File: config.mk
export PLATFORM = sky130hd
export DESIGN_NAME = drbg_pad_buffer
export DESIGN_NICKNAME = d
export VERILOG_FILES = /design/src/rtl/drbg_pkg.sv /design/src/rtl/drbg_pad_buffer.sv
export SDC_FILE = /design/constraint.sdc
export NUM_CORES = 2
export LEC_CHECK = 0
export BUFFER_PORTS_ARGS = -buffer_cell sky130_fd_sc_hd__buf_2
export CORE_UTILIZATION = 65
export CTS_CLUSTER_DIAMETER = 150
export CTS_CLUSTER_SIZE = 10
export DETAILED_ROUTE_END_ITERATION = 16
export GPL_TIMING_DRIVEN = 1
export PLACE_DENSITY = 0.92
export SLEW_MARGIN = 20
export SYNTH_ARGS = -nofsm -noshare
export SYNTH_HDL_FRONTEND = slang
export SYNTH_SLANG_ARGS = --single-unit
File: constraint.sdc
create_clock -name clk -period 26.3 [get_ports clk]
set_input_delay 1.315 -clock clk [delete_from_list [all_inputs] [get_ports clk]]
set_output_delay 1.315 -clock clk [all_outputs]
set_load 0.02 [all_outputs]
File: src/rtl/drbg_pkg.sv
// drbg_pkg: shared widths and block type for the DRBG pad path.
package drbg_pkg;
   localparam int AES_BLOCK_LENGTH = 128;
   localparam int PAD_WORD_WIDTH   = 64;
   typedef logic [AES_BLOCK_LENGTH-1:0] pad_block_t;
endpackage

File: src/rtl/drbg_pad_buffer.sv
// drbg_pad_buffer: FIFO of DRBG blocks served to the consumer as 64-bit words, lo half first.
// Defining DRBG_PAD_ZEROIZE_EN scrubs popped entries and clears storage on flush and reset.
module drbg_pad_buffer
   import drbg_pkg::*;
#(
   parameter int DEPTH = 16
) (
   input  logic                        clk,
   input  logic                        reset_n,
   input  logic                        blk_valid_i,
   input  logic [AES_BLOCK_LENGTH-1:0] blk_i,
   input  logic                        flush_i,
   output logic [PAD_WORD_WIDTH-1:0]   word_o,
   output logic                        word_valid_o,
   input  logic                        word_ready_i,
   output logic [$clog2(DEPTH):0]      level_o,
   output logic                        overflow_o
);
   localparam int AW = $clog2(DEPTH);
   localparam logic [AW:0] FULL = (AW+1)'(DEPTH);

   pad_block_t     mem_q [DEPTH];
   pad_block_t     mem_d [DEPTH];
   logic [AW-1:0]  wr_ptr_q, wr_ptr_d, rd_ptr_q, rd_ptr_d;
   logic [AW:0]    count_q, count_d;
   logic           half_q, half_d, overflow_q, overflow_d;
   logic           xfer, pop, wr_ok;
   pad_block_t     head;

   assign head         = mem_q[rd_ptr_q];
   assign word_valid_o = reset_n && (count_q != '0);
   assign word_o       = word_valid_o ? (half_q ? head[127:64] : head[63:0]) : '0;
   assign level_o      = reset_n ? count_q : '0;
   assign overflow_o   = overflow_q;
   assign xfer         = word_valid_o && word_ready_i;
   assign pop          = xfer && half_q;
   // a full FIFO still takes the block when the head leaves in the same cycle
   assign wr_ok        = blk_valid_i && ((count_q != FULL) || pop);

   always_comb begin
      wr_ptr_d   = wr_ptr_q;
      rd_ptr_d   = rd_ptr_q;
      count_d    = count_q;
      half_d     = half_q;
      overflow_d = overflow_q;
      if (flush_i) begin
         wr_ptr_d   = '0;
         rd_ptr_d   = '0;
         count_d    = '0;
         half_d     = 1'b0;
         overflow_d = 1'b0;
      end else begin
         half_d     = xfer ? ~half_q : half_q;
         rd_ptr_d   = pop ? rd_ptr_q + 1'b1 : rd_ptr_q;
         wr_ptr_d   = wr_ok ? wr_ptr_q + 1'b1 : wr_ptr_q;
         overflow_d = overflow_q || (blk_valid_i && !wr_ok);
         count_d    = (wr_ok && !pop) ? count_q + 1'b1 : (pop && !wr_ok) ? count_q - 1'b1 : count_q;
      end
   end

   always_comb begin
      mem_d = mem_q;
`ifdef DRBG_PAD_ZEROIZE_EN
      if (!reset_n || flush_i) begin
         for (int i = 0; i < DEPTH; i++) mem_d[i] = '0;
      end else if (pop) begin
         mem_d[rd_ptr_q] = '0;
      end
`endif
      // write after the scrub so a full-plus-pop write into the head slot survives
      if (reset_n && !flush_i && wr_ok) mem_d[wr_ptr_q] = blk_i;
   end

   always_ff @(posedge clk) begin
      mem_q <= mem_d;
      if (!reset_n) begin
         wr_ptr_q   <= '0;
         rd_ptr_q   <= '0;
         count_q    <= '0;
         half_q     <= 1'b0;
         overflow_q <= 1'b0;
      end else begin
         wr_ptr_q   <= wr_ptr_d;
         rd_ptr_q   <= rd_ptr_d;
         count_q    <= count_d;
         half_q     <= half_d;
         overflow_q <= overflow_d;
      end
   end
endmodule

==> impl_metrics.env <==
export IMPL_synth_top_family_by_area="multiplexers"
export IMPL_slowest_stage="dfxtp_4"
export IMPL_syn_inst=4293
export IMPL_cts_made_buffers=224
export IMPL_cts_hold_buf=0
export IMPL_ys_seq_area_share_pct=77.7
export IMPL_syn_num_nets=4436
export IMPL_yosys_warnings=0
export IMPL_grt_setup_unrepaired="no"
export IMPL_path_cells="buf_4, buf_4, buf_4, buf_4, buf_4, mux2i_1, a22oi_1, nand3_1, nand4_1, buf_2"
export IMPL_start_util_pct=65.9
export IMPL_synth_compound_area_share_pct=5.07
export IMPL_grt_max_degree=166
export IMPL_async_reset_ff_share_pct=0
export IMPL_synth_top_area_share_pct=77.3
export IMPL_rr_endpoint="mem_q[217]$_DFFE_PP_"
export IMPL_num_vias=45400
export IMPL_die_y_um=352
export IMPL_drtPass1Iterations=8
export IMPL_place_congestion=0.752
export IMPL_htreeDepth=4
export IMPL_grt_use_total_pct=33.4
export IMPL_antenna_found_initial=49
export IMPL_p_comb_share_pct=1.9
export IMPL_avgRoutedWirePerCell_um=34.4
export IMPL_cp_end_kind="primary output"
export IMPL_portBuffers=203
export IMPL_cts_root_buffer="clkbuf_16"
export IMPL_dpl_worst_slack_ns=18.41
export IMPL_path_class="flop to primary output"
export IMPL_yosys_area_share_simple_pct=2.49
export IMPL_clock_sinks=2063
export IMPL_dpl_cell_count=5912
export IMPL_synth_edf_count=2048
export IMPL_ys_types=39
export IMPL_setup_ws_ns=17.08
export IMPL_startpoint_type="flop"
export IMPL_switchingPower_mw=1.31
export IMPL_min_from="overflow_o$_SDFF_PP0_"
export IMPL_hold_ws_ns=0.544
export IMPL_drc=0
export IMPL_pin_count=204
export IMPL_rrSetupSlack_ns=21.38
export IMPL_clkSlewWorstSetupHoldPaths_ns=0.06
export IMPL_p_int_mw=5.16
export IMPL_wirelength_mm=213
export IMPL_p_leak_nw=26.3
export IMPL_p_clk_share_pct=42.1
export IMPL_synth_mux_area_share_pct=13.0
export IMPL_drive_above_1_share_pct=11.8
export IMPL_fin_util_pct=73.1
export IMPL_hold_path_end="overflow_o$_SDFF_PP0_"
export IMPL_skew_ns=0.0263
export IMPL_core_area_mm2=0.121
export IMPL_row_count=127
export IMPL_placed_area_mm2=0.0822
export IMPL_stdcell_count=6197
export IMPL_grt_pass1_vias=45600
export IMPL_fin_area_mm2=0.0882
export IMPL_period_share_pct=35.1
export IMPL_path_max_fanout=64
export IMPL_area_delta_synth_final_pct=10.9
export IMPL_synth_avg_cell_area_um2=18.5
export IMPL_r2r_start="half_q$_SDFFE_PP0N_"
export IMPL_cp_top_family="buffers and inverters"
export IMPL_dpl_hpwl_mm=89.5
export IMPL_hold_path_class="flop to flop"
export IMPL_crit_required_ns=24.99
export IMPL_status="finished clean"
export IMPL_ir_worst_vdd_mv=0.0761
export IMPL_clock_latency_ns=0.83
export IMPL_worst_pin_slew_ns=1.23
export IMPL_cap_violations=0
export IMPL_die_w_um=352
export IMPL_drt_initial_drc_count=8069
export IMPL_fmax_ghz=0.108
export IMPL_cpPeakStageDelay_ns=1.01
export IMPL_setup_violations=0
export IMPL_postCtsSetupBuffers=0
export IMPL_netlist_area_mm2=0.0795
export IMPL_total_power_mw=6.47
export IMPL_p_per_area_mw_per_mm2=73.3
export IMPL_totalNegativeSetupSlack_ns=0
export IMPL_cts_tree="yes"
export IMPL_synth_area_leaders="edfxtp_1 (77%), mux2i_1 (13%), a22oi_1 (4.8%)"
export IMPL_report_final_hold_viol_count=0
export IMPL_crit_start="rd_ptr_q[2]$_SDFFE_PP0P_"
export IMPL_min_path_cells=2
export IMPL_r2r_cells=6
export IMPL_nets=4670
export IMPL_cts_resized=0
export IMPL_path_buf_inv=6
export IMPL_yosysTopAreaCell="edfxtp_1"
export IMPL_synthAdderAreaFrac_pct=0.167
export IMPL_dieArea_mm2=0.124
export IMPL_period_minus_slack_ns=9.22
export IMPL_relSlewSlack_pct=18.2
export IMPL_seqPwrFrac_pct=56.1
export IMPL_synth_xor_area_share_pct=0.0771
export IMPL_arrival_ns=7.91
export IMPL_vias_per_cell=7.33
export IMPL_finalMaxSlewViolations=0
export IMPL_grt_pass1_wl_mm=298
export IMPL_cts_buffer_depth=3
export IMPL_synthFlopType="edfxtp_1"
export IMPL_ant_nets=0
export IMPL_grt_overflow_total=0
export IMPL_netSwitchingFraction_pct=20.2
export IMPL_synth_seq_cells=2063
export IMPL_cpMostUsedCell="buf_4"
-- placed cells by master, fill, tap and decap left out, types with 2 or more instances in the layout --
cell type / n
ha_1: 9
clkinv_8: 6
a21oi_1: 7
clkbuf_1: 11
inv_1: 6
mux2i_1: 1029
nand3_1: 264
nand2_1: 7
edfxtp_1: 2048
buf_4: 48
or3_1: 2
a21o_1: 2
buf_12: 16
xnor2_1: 3
clkbuf_16: 227
a22oi_1: 512
nor2b_4: 2
buf_2: 203
diode_2: 33
and2_1: 4
o21ai_0: 2
xor2_1: 4
nor2_4: 13
nand2b_1: 3
inv_6: 7
dfxtp_1: 14
nor2_1: 15
nand4_1: 64
a211oi_4: 2
nor3_2: 4
-- metal layers --
layer  routed length, um  share of wire (%)  GRT usage [%]
met1               68500                 32           42.3
met2              103000                 48           53.2
met4               11400                5.3           19.9
met3               29700                 14           7.67
met5                 224               0.11              0
-- power groups by stage --
| stage | registers (mW) | clock network, mW | logic, mW |
|---|---|---|---|
| 2_1_floorplan | 3.70 | 0 | 0.0393 |
| 4_1_cts | 3.63 | 2.69 | 0.115 |
| 5_1_grt | 3.63 | 2.82 | 0.124 |
| 3_5_place_dp | 3.70 | 0 | 0.112 |
| 6_report | 3.63 | 2.72 | 0.120 |
| 3_3_place_gp | 3.69 | 0 | 0.105 |
-- cells by family (layout without fill, tap and decap cells) --
logic type / count (synthesis) / after routing
DFF: 2063 / 2063
muxes: 1029 / 1029
AOI/OAI and AO/OA: 534 / 534
and+or+nand+nor: 382 / 382
buffers and inverters: 268 / 527
adders and majority gates: 10 / 10
xor gates and xnor gates: 7 / 7
other: 0 / 33
-- cells in the mapped netlist (2+ instances only) --
cell,count
nand4_1,64
xor2_1,4
buf_6,6
a211oi_2,2
nor2_1,28
a22oi_1,512
dfxtp_1,15
edfxtp_1,2048
o21ai_0,2
and2_1,5
buf_1,2
inv_1,6
buf_2,112
nand2b_1,3
mux2i_1,1029
a21o_1,2
or3_1,2
buf_4,3
nand2_1,7
xnor2_1,3
nor3_1,4
a21oi_1,7
nor2b_1,3
ha_1,9
clkbuf_1,138
nand3_1,264
-- worst max path at each step --
stage	to	slack [ns]	depth (start not counted)
after CTS	word_o[37]	17.35	10
final	word_o[29]	17.08	10
after detailed placement	word_o[31]	18.41	10
after global placement	word_o[29]	18.61	10
after global routing	word_o[29]	17.00	10
after floorplan	mem_q[1536]$_DFFE_PP_	14.67	5
-- tightest hold or removal path, stage by stage (launching register included) --
cell	delay, ns
dfxtp_1	0.37
a41oi_1	0.06
nor2_1	0.08
-- final cells by class --
cell class	instances	area, um^2
Antenna cell	33	82.6
Clock buffer	238	5720
Multi-Input combinational cell	1962	16700
Sequential cell	2063	61800
Fill cell	6106	32400
Clock inverter	13	159
Timing Repair Buffer	269	1740
Inverter	7	26.3
Tap cell	1612	2020
-- sequential cells by signal, summed over array words and instances, names as in the netlist --
signal / cells
mem_q: 2048
rd_ptr_q: 4
wr_ptr_q: 4
count_q: 5
half_q: 1
overflow_o: 1
(Power assumes the default switching activity.)
